File: src/rtl/voice_sched_pkg.sv
// Shared types and constants for the voice scheduler: FSM states, the silence
// midpoint and a compile-time log2 used to size the accumulator and voice index.
package voice_sched_pkg;

  typedef enum logic [2:0] {
    S_IDLE,
    S_SELECT,
    S_LAUNCH,
    S_WAIT_DONE,
    S_SETTLE,
    S_ACCUM,
    S_OUTPUT
  } vs_state_t;

  localparam logic [7:0] SILENCE = 8'h80;

  function automatic int clog2(input int n);
    int r;
    r = 0;
    for (int i = 0; i < 31; i++) begin
      if ((1 << i) < n) r = i + 1;
    end
    return r;
  endfunction

endpackage

File: src/rtl/voice_sched_timer.sv
// Down-counter shared by the timeout and settle phases; expired is high while
// the count sits at zero, so a load of N gives N+1 cycles before expiry.
module voice_sched_timer #(
  parameter int CNT_W = 16
) (
  input  logic             clk,
  input  logic             rst,
  input  logic             load,
  input  logic [CNT_W-1:0] load_val,
  input  logic             tick,
  output logic             expired
);

  logic [CNT_W-1:0] cnt;

  always_ff @(posedge clk) begin
    if (rst) begin
      cnt <= '0;
    end else if (load) begin
      cnt <= load_val;
    end else if (tick && (cnt != '0)) begin
      cnt <= cnt - 1'b1;
    end
  end

  assign expired = (cnt == '0);

endmodule

File: src/rtl/voice_scheduler.sv
// Walks the voices once per sample tick through a shared divider/waveshaper
// datapath and emits the averaged mix of the captured per-voice samples.
module voice_scheduler
  import voice_sched_pkg::*;
#(
  parameter int NUM_VOICES     = 4,
  parameter int TIMEOUT_CYCLES = 63,
  parameter int SETTLE_CYCLES  = 1
) (
  input  logic                     clk,
  input  logic                     rst,
  input  logic                     sample_tick,
  input  logic [NUM_VOICES-1:0]    voice_en,
  input  logic [16*NUM_VOICES-1:0] voice_divider,
  input  logic [16*NUM_VOICES-1:0] voice_count,
  input  logic [2*NUM_VOICES-1:0]  voice_mode,
  input  logic                     err_clr,
  output logic                     shp_sample_now,
  output logic [15:0]              shp_divider,
  output logic [15:0]              shp_count,
  output logic [1:0]               shp_mode,
  input  logic                     shp_done,
  input  logic [7:0]               shp_sample,
  output logic [7:0]               mix_out,
  output logic                     mix_valid,
  output logic                     busy,
  output logic                     overrun,
  output logic                     timeout_err
);

  localparam int IDX_W = clog2(NUM_VOICES);
  localparam int ACC_W = 8 + IDX_W;
  localparam int CNT_W = 16;
  localparam logic [CNT_W-1:0] TO_LOAD = CNT_W'(TIMEOUT_CYCLES - 1);
  localparam logic [CNT_W-1:0] ST_LOAD = CNT_W'((SETTLE_CYCLES > 0) ? SETTLE_CYCLES - 1 : 0);
  localparam bit CAPTURE_ON_DONE = (SETTLE_CYCLES == 0);

  vs_state_t        state, state_next;
  logic [IDX_W-1:0] idx;
  logic [ACC_W-1:0] acc;

  logic             acc_clr, acc_add, snap, idx_clr, idx_inc, mix_load, to_set;
  logic [7:0]       add_val;
  logic             tmr_load, tmr_tick, tmr_expired;
  logic [CNT_W-1:0] tmr_val;

  // Truncating average: drop the log2(NUM_VOICES) fractional bits.
  function automatic logic [7:0] mix_scale(input logic [ACC_W-1:0] a);
    logic [ACC_W-1:0] s;
    s = a >> IDX_W;
    return s[7:0];
  endfunction

  voice_sched_timer #(.CNT_W(CNT_W)) u_timer (
    .clk      (clk),
    .rst      (rst),
    .load     (tmr_load),
    .load_val (tmr_val),
    .tick     (tmr_tick),
    .expired  (tmr_expired)
  );

  always_ff @(posedge clk) begin
    if (rst) state <= S_IDLE;
    else     state <= state_next;
  end

  always_comb begin
    state_next = state;
    acc_clr    = 1'b0;
    acc_add    = 1'b0;
    add_val    = SILENCE;
    snap       = 1'b0;
    idx_clr    = 1'b0;
    idx_inc    = 1'b0;
    mix_load   = 1'b0;
    to_set     = 1'b0;
    tmr_load   = 1'b0;
    tmr_val    = '0;
    tmr_tick   = 1'b0;
    case (state)
      S_IDLE: begin
        if (sample_tick) begin
          acc_clr    = 1'b1;
          idx_clr    = 1'b1;
          state_next = S_SELECT;
        end
      end
      S_SELECT: begin
        if (voice_en[idx]) begin
          snap       = 1'b1;
          state_next = S_LAUNCH;
        end else begin
          acc_add    = 1'b1;
          state_next = S_ACCUM;
        end
      end
      S_LAUNCH: begin
        tmr_load   = 1'b1;
        tmr_val    = TO_LOAD;
        state_next = S_WAIT_DONE;
      end
      S_WAIT_DONE: begin
        // Completion is checked before expiry so a done on the last cycle wins.
        if (shp_done) begin
          if (CAPTURE_ON_DONE) begin
            acc_add    = 1'b1;
            add_val    = shp_sample;
            state_next = S_ACCUM;
          end else begin
            tmr_load   = 1'b1;
            tmr_val    = ST_LOAD;
            state_next = S_SETTLE;
          end
        end else if (tmr_expired) begin
          to_set     = 1'b1;
          acc_add    = 1'b1;
          state_next = S_ACCUM;
        end else begin
          tmr_tick = 1'b1;
        end
      end
      S_SETTLE: begin
        if (tmr_expired) begin
          acc_add    = 1'b1;
          add_val    = shp_sample;
          state_next = S_ACCUM;
        end else begin
          tmr_tick = 1'b1;
        end
      end
      S_ACCUM: begin
        if (idx == IDX_W'(NUM_VOICES - 1)) begin
          mix_load   = 1'b1;
          state_next = S_OUTPUT;
        end else begin
          idx_inc    = 1'b1;
          state_next = S_SELECT;
        end
      end
      S_OUTPUT: state_next = S_IDLE;
      default:  state_next = S_IDLE;
    endcase
  end

  // Voice index, accumulator and operand snapshot
  always_ff @(posedge clk) begin
    if (rst) begin
      idx         <= '0;
      acc         <= '0;
      shp_divider <= '0;
      shp_count   <= '0;
      shp_mode    <= '0;
    end else begin
      if (idx_clr)      idx <= '0;
      else if (idx_inc) idx <= idx + 1'b1;
      if (acc_clr)      acc <= '0;
      else if (acc_add) acc <= acc + {{IDX_W{1'b0}}, add_val};
      if (snap) begin
        shp_divider <= voice_divider[16*idx +: 16];
        shp_count   <= voice_count[16*idx +: 16];
        shp_mode    <= voice_mode[2*idx +: 2];
      end
    end
  end

  // Mix output and sticky flags; mix_out is loaded so it is valid with mix_valid
  always_ff @(posedge clk) begin
    if (rst) begin
      mix_out     <= SILENCE;
      mix_valid   <= 1'b0;
      overrun     <= 1'b0;
      timeout_err <= 1'b0;
    end else begin
      mix_valid <= mix_load;
      if (mix_load) mix_out <= mix_scale(acc);
      if (sample_tick && (state != S_IDLE)) overrun <= 1'b1;
      else if (err_clr)                     overrun <= 1'b0;
      if (to_set)       timeout_err <= 1'b1;
      else if (err_clr) timeout_err <= 1'b0;
    end
  end

  assign shp_sample_now = (state == S_LAUNCH);
  assign busy           = (state != S_IDLE);

endmodule
File: config.mk
export PLATFORM = sky130hd
export DESIGN_NAME = voice_scheduler
export DESIGN_NICKNAME = d
export VERILOG_FILES = /design/src/rtl/voice_sched_pkg.sv /design/src/rtl/voice_sched_timer.sv /design/src/rtl/voice_scheduler.sv
export SDC_FILE = /design/constraint.sdc
export NUM_CORES = 1
export LEC_CHECK = 0
export CAP_MARGIN = 0
export CORE_ASPECT_RATIO = 1.25
export CORE_MARGIN = 1.5
export CORE_UTILIZATION = 58
export DETAILED_ROUTE_END_ITERATION = 10
export DONT_BUFFER_PORTS = 1
export GPL_TIMING_DRIVEN = 0
export HOLD_SLACK_MARGIN = 0.05
export PLACE_DENSITY = 0.74
export SLEW_MARGIN = 5
export SYNTH_ARGS = -nofsm -noshare
export SYNTH_HDL_FRONTEND = slang
export SYNTH_HIERARCHICAL = 1
export SYNTH_SLANG_ARGS = --single-unit
export TNS_END_PERCENT = 1
File: constraint.sdc
create_clock -name clk -period 3.3 [get_ports clk]
set_input_delay 0.66 -clock clk [delete_from_list [all_inputs] [get_ports clk]]
set_output_delay 0.66 -clock clk [all_outputs]
set_load 0.005 [all_outputs]
==> flow_summary.ini, run 1 <==
[die]
initial_core_util_pct = 60.1
fp.dieH_microns = 101
floorplan.rows = 35
io-pin-count = 200
chipWidth_microns = 81.3
dieArea_sq_um = 8200
placeableCoreArea_sq_um = 7400

[power]
p_sw_share_pct = 30.2
power.share.combinational_pct = 23.0
irDropWorstVdd_mv = 0.322
fin_total_pwr_w = 0.00239
p_switching_w = 0.000720
internal_power_w = 0.00167
p_leak_nw = 1.75
pwr_density_cell_nw_per_um2 = 474
seqPwrFrac_pct = 43.0
pwr-share-clk_pct = 34.0

[critical_path]
critPathRequiredTime_ps = 3580
timing.setup.critical_path_class = register to register
startpoint_type = register
critPathLaunch = u_timer/cnt[7]
timing.rr.start = u_timer/cnt[7]
worst_setup_path_end_kind = register
timing.critical_path.arrival_ps = 3480
path_max_fanout = 3

[clock_tree]
clockRootBuffer = sky130_fd_sc_hd__clkbuf_8
sink_count_of_the_clock_tree = 76
clk_pin_slew_worst_paths_ps = 90
postCtsHoldBufs = 0
clock_path_buffers = 2
cts_max_level = 3
clock_insertion_delay_worst_skew_ps = 360
number_of_clock_buffers_inserted_by_tritoncts = 9
cts_tree = done

[yosys]
synth_flop_cell = sky130_fd_sc_hd__dfxtp_1
ys_ff_latch = 76
ys_seq_area_share_pct = 34.2
synth_cell_types = 63
synth_async_sr_flop_share_pct = 0
synth_enable_flop_cells = 0
syn-instance-count = 490
yosysWarningCount = 6
syn-cell-area_sq_um = 4450
syn_avg_cell_area_sq_um = 9.07

[route]
detail_route.wl_per_cell_microns = 19.8
finalWirelength_mm = 12.3
detail_route.drc_violations = 0
ant_nets = 0
vias_per_cell = 6.21
first_iter_violations = 205
drt-pass1-iter-count = 4
vias = 3864

[placement]
dp.final_hpwl_mm = 9.44
preCtsSetupSlack_ps = -468
placedInstanceArea_sq_um = 4620
portBuffers = 0
placer_s_final_routability_congestion_estimate = 0.946

[hold_path]
worst_hold_startpoint = sample_tick
hp-class = primary input to register

[sta]
worst_slew_pin_slew_ps = 674
timing.slew.headroom_pct = 55.1
setup_violations = 0
max_clock_freq_ghz = 0.313
period_needed_ps = 3200
period_share_pct = 96.9
timing.final.max_slew_violations = 0
setup_ws_ps = 103
timing_hold_violations_final = 0
clock-skew-final_ps = 15.6
setup_repair_after_global_routing_missed_its_margin = true

[finish]
mostFrequentLayoutCells = sky130_fd_sc_hd__nand2_1, sky130_fd_sc_hd__dfxtp_1, sky130_fd_sc_hd__a21oi_1
final_area_sq_um = 5040
final_util_pct = 68.0
final_common_cell = sky130_fd_sc_hd__nand2_1
filler_cell_count = 606
area.growth.synth_to_final_pct = 13.3
antenna_cells_inserted = 0
nets = 689
fraction_of_final_layout_cells_sized_beyond_drive_strength_1_pct = 20.6

[global_routing]
gr-total-overflow = 0
grt_util_all_layers_pct = 30.9
first_global_vias = 3738
antenna_found_initial = 0
global_route_wire_length_before_repair_mm = 19.1
largest_net_degree_at_the_start_of_global_routing = 14

[run]
maxCapViolations = 0

[run_status]
status = complete, no violations
-- repair_timing --
action,in CTS,in global routing
pin swaps,9,10
resized for setup,15,10
endpoints found under the hold margin,0,0
setup buffers,11,4
gates cloned,0,0
setup endpoints to repair,6,6
-- cells in the mapped netlist, drive strengths merged (2+ instances only) --
master / n / area [sq um]
nand2: 103 / 387
nor2b: 8 / 50.1
or4: 3 / 26.3
nand3: 7 / 35.0
nand3b: 2 / 15.0
a311oi: 3 / 26.3
a21oi: 63 / 315
or2: 2 / 12.5
clkbuf: 16 / 70.1
nor3b: 2 / 15.0
o211ai: 2 / 15.0
o21ai: 9 / 52.6
xnor2: 10 / 87.6
nand2b: 6 / 37.5
a211oi: 10 / 75.1
nor2: 33 / 124
and2: 8 / 52.6
mux4: 35 / 796
and3: 2 / 12.5
dfxtp: 76 / 1520
inv: 8 / 30.0
or3: 4 / 28.8
nor3: 10 / 50.1
nor4: 4 / 25.0
o221ai: 3 / 26.3
buf: 13 / 82.6
mux2i: 3 / 30.0
o41ai: 3 / 33.8
a21o: 3 / 22.5
ha: 10 / 125
o21a: 2 / 15.0
o21bai: 4 / 30.0
nand4: 2 / 12.5
-- registers in the layout (all words and copies together), names as in the netlist --
register	cells
mix_valid	1
overrun	1
acc	10
shp_divider	16
timeout_err	1
shp_count	16
shp_mode	2
state	3
idx	2
u_timer/cnt	16
mix_out	8
-- power by group through the flow --
stage	Clock [W]	Sequential [W]	Combinational, W
2_1_floorplan	0	0.00103	0.000374
3_3_place_gp	0	0.00104	0.000451
3_5_place_dp	0	0.00104	0.000459
4_1_cts	0.000818	0.00102	0.000539
5_1_grt	0.000852	0.00103	0.000608
6_report	0.000812	0.00102	0.000549
-- cell type report --
cell class	count	area (sq um)	area share, %
Inverter	9	36.3	0.720
Clock inverter	6	87.6	1.74
Timing Repair Buffer	15	116	2.31
Tap cell	92	115	2.29
Buffer	29	151	3.01
Sequential cell	76	1530	30.4
Multi-Input combinational cell	385	2860	56.8
Clock buffer	10	138	2.73
-- through the flow --
| stage | cells | TNS (ps) | hold WS [ps] |
|---|---|---|---|
| floorplan | 500 | 0 | 436 |
| global placement | 592 | -826 | 446 |
| detailed placement | 592 | -967 | 459 |
| CTS | 619 | -81.2 | 462 |
| global route | 622 | -16.1 | 486 |
| finish | 622 | 0 | 469 |
-- final timing paths --
path,end,depth (start not counted),slack [ps]
max,acc[8],13,100
min,overrun,2,470
max reg2reg,acc[8],13,100
min reg2reg,shp_divider[10],2,480
-- routing by layer --
| layer | vias to the layer above | wire (microns) | track usage (%) |
|---|---|---|---|
| met2 | 142 | 6500 | 54.0 |
| li1 | 1842 | - | - |
| met5 | - | 0 | 0 |
| met4 | 0 | 268 | 11.8 |
| met1 | 1856 | 4720 | 36.3 |
| met3 | 24 | 846 | 6.88 |
-- critical path, stage by stage, from the launching register on --
cell and delay, ps:
sky130_fd_sc_hd__dfxtp_4 350, sky130_fd_sc_hd__or4_4 540, sky130_fd_sc_hd__and4bb_4 370, sky130_fd_sc_hd__inv_4 50
sky130_fd_sc_hd__nor3_4 180, sky130_fd_sc_hd__and2_4 190, sky130_fd_sc_hd__ha_4 130, sky130_fd_sc_hd__inv_2 30
sky130_fd_sc_hd__fa_2 360, sky130_fd_sc_hd__nor2b_2 140, sky130_fd_sc_hd__o31a_1 200, sky130_fd_sc_hd__o221ai_2 130
sky130_fd_sc_hd__a211oi_2 250, sky130_fd_sc_hd__mux2i_1 210
-- cell families after synthesis --
logic type | Yosys count | share of synthesized area, %
mux | 38 | 18.6
xor+xnor | 11 | 2.17
other cells | 1 | 0.0844
compound gates | 112 | 16.1
fa+ha+maj | 11 | 3.26
flops | 76 | 34.2
simple gates | 202 | 21.2
buf+inv | 39 | 4.42
Note: power is estimated with default switching activity, not from simulation.
==> run 2: changes to the inputs <==
--- a/config.mk
+++ b/config.mk
@@ -13,7 +13,7 @@
 export DONT_BUFFER_PORTS = 1
 export GPL_TIMING_DRIVEN = 0
 export HOLD_SLACK_MARGIN = 0.05
-export PLACE_DENSITY = 0.74
+export PLACE_DENSITY = 0.76
 export SLEW_MARGIN = 5
 export SYNTH_ARGS = -nofsm -noshare
 export SYNTH_HDL_FRONTEND = slang
==> flow_summary.ini, run 2 (same netlist as run 1, synthesis figures left out) <==
[run_status]
status = complete, no violations

[clock_tree]
number_of_clock_buffers_inserted_by_tritoncts = 9
clk_pin_slew_worst_paths_ps = 100
clock_insertion_delay_worst_skew_ps = 350
sink_count_of_the_clock_tree = 76
cts_max_level = 3
postCtsHoldBufs = 0
cts_tree = done
clockRootBuffer = sky130_fd_sc_hd__clkbuf_8
clock_path_buffers = 2

[global_routing]
gr-total-overflow = 0
largest_net_degree_at_the_start_of_global_routing = 16
global_route_wire_length_before_repair_mm = 19.1
grt_util_all_layers_pct = 31.1
first_global_vias = 3871
antenna_found_initial = 1

[finish]
layout.area.seq_sq_um = 1530
fraction_of_final_layout_cells_sized_beyond_drive_strength_1_pct = 21.0
nets = 688
final_common_cell = sky130_fd_sc_hd__nand2_1
mostFrequentLayoutCells = sky130_fd_sc_hd__nand2_1, sky130_fd_sc_hd__dfxtp_1, sky130_fd_sc_hd__a21oi_1
fin_cells = 622
largestRegisters = shp_count: 16 flops, shp_divider: 16 flops, u_timer/cnt: 16 flops
area_occupied_by_multi_input_gates_sq_um = 2870
final_util_pct = 68.1
area.growth.synth_to_final_pct = 13.4
final_area_sq_um = 5040
filler_cell_count = 586

[hold_path]
min_delay_path_depth = 2
hold_path_end = overrun
worst_hold_startpoint = sample_tick
hp-class = primary input to register

[critical_path]
ff_to_ff_path_depth = 13
critPathRequiredTime_ps = 3590
setup.reg_to_reg.worst_slack_ps = 100
worst_setup_path_end_kind = register
r2r_end = acc[8]
path_max_fanout = 3
startpoint_type = register
timing.rr.start = u_timer/cnt[10]
timing.critical_path.arrival_ps = 3500
timing.setup.critical_path_class = register to register

[route]
detail_route.wl_per_cell_microns = 20.2
vias = 3908
detail_route.drc_violations = 0
vias_per_cell = 6.28
ant_nets = 0
drt-pass1-iter-count = 5
finalWirelength_mm = 12.5
first_iter_violations = 280

[die]
chipWidth_microns = 81.3
initial_core_util_pct = 60.1
floorplan.rows = 35
dieArea_sq_um = 8200
placeableCoreArea_sq_um = 7400
io-pin-count = 200
fp.dieH_microns = 101

[sta]
worst_slew_pin_slew_ps = 636
timing_hold_violations_final = 0
timing.final.max_slew_violations = 0
clock-skew-final_ps = 15.9
setup_repair_after_global_routing_missed_its_margin = true
max_clock_freq_ghz = 0.312
timing.slew.headroom_pct = 57.6
setup_violations = 0
period_share_pct = 97.1
period_needed_ps = 3200

[placement]
placer_s_final_routability_congestion_estimate = 0.923
portBuffers = 0
placedInstanceArea_sq_um = 4620
dp.final_hpwl_mm = 9.54
placed_cells = 592

[power]
pwr_density_cell_nw_per_um2 = 480
irDropWorstVdd_mv = 0.340
p_leak_nw = 1.75
fin_total_pwr_w = 0.00242

[run]
maxCapViolations = 0
==> run 2: changes by cell type in the layout (fill, tap and decap cells not counted), sizes merged <==
cell	delta
buf	-1
clkbuf	-1
clkinv	-3
clkinvlp	+1
diode	+1
inv	+3
==> run 2: power breakdown <==
| group | internal [W] | switching (W) | total, W |
|---|---|---|---|
| clock | 0.000441 | 0.000393 | 0.000833 |
| sequential | 0.000971 | 0.0000515 | 0.00102 |
| combinational | 0.000250 | 0.000311 | 0.000561 |
==> run 2: cell type report <==
type	count	share of cell area (%)
Inverter	9	0.720
Buffer	29	3.00
Timing Repair Buffer	14	2.16
Multi-Input combinational cell	385	56.9
Clock buffer	9	2.46
Sequential cell	76	30.3
Tap cell	92	2.28
Clock inverter	7	2.14
Antenna cell	1	0.0497
==> run 2: worst max path at each step <==
stage	endpoint	startpoint	slack [ps]
after floorplan	acc[8]	u_timer/cnt[7]	30
after global placement	acc[8]	u_timer/cnt[3]	-470
after detailed placement	acc[8]	u_timer/cnt[3]	-510
after CTS	acc[8]	u_timer/cnt[11]	-20
after global routing	acc[8]	u_timer/cnt[10]	-50
final	acc[8]	u_timer/cnt[10]	100
==> run 2: repair_timing <==
action / in CTS / in global routing
endpoints found under the hold margin: 0 / 0
gates cloned: 0 / 0
buffers inserted: 13 / 1
endpoints found under the setup margin: 6 / 6
resized for setup: 15 / 10
pin swaps: 9 / 9
==> run 2: stage by stage <==
| step | setup slack, ps | hold slack [ps] | TNS, ps |
|---|---|---|---|
| final | 96.8 | 470 | 0 |
| after global routing | -53.8 | 475 | -58.0 |
| after CTS | -17.4 | 461 | -17.4 |
| after detailed placement | -511 | 462 | -1350 |
| after global placement | -467 | 446 | -1020 |
| after floorplan | 31.2 | 436 | 0 |
==> run 2: worst max-delay path: stages (launching register included) <==
cell and delay (ps):
sky130_fd_sc_hd__dfxtp_2 330, sky130_fd_sc_hd__or4_4 540, sky130_fd_sc_hd__and4bb_4 410, sky130_fd_sc_hd__inv_4 50, sky130_fd_sc_hd__nor3_4 180, sky130_fd_sc_hd__and2_4 190
sky130_fd_sc_hd__ha_4 140, sky130_fd_sc_hd__inv_2 40, sky130_fd_sc_hd__fa_2 350, sky130_fd_sc_hd__nor2b_2 140, sky130_fd_sc_hd__o31a_1 210, sky130_fd_sc_hd__o221ai_2 140
sky130_fd_sc_hd__a211oi_2 220, sky130_fd_sc_hd__mux2i_1 190
==> run 2: routing by layer <==
layer  GRT usage, %  wire [microns]  vias up  share of wire, %
met1           36.3            4680     1870                37
met4           10.3             264        0               2.1
li1               -               -     1841                 -
met2           55.7            6690      175                53
met5              0               0        -                 0
met3           6.61             917       22               7.3
==> run 3: changes to the inputs <==
--- a/config.mk
+++ b/config.mk
@@ -19,4 +19,4 @@
 export SYNTH_HDL_FRONTEND = slang
 export SYNTH_HIERARCHICAL = 1
 export SYNTH_SLANG_ARGS = --single-unit
-export TNS_END_PERCENT = 1
+export TNS_END_PERCENT = 5
==> results of run 3 <==
Same layout as run 2: the final DEF is identical, and so are final timing and power.
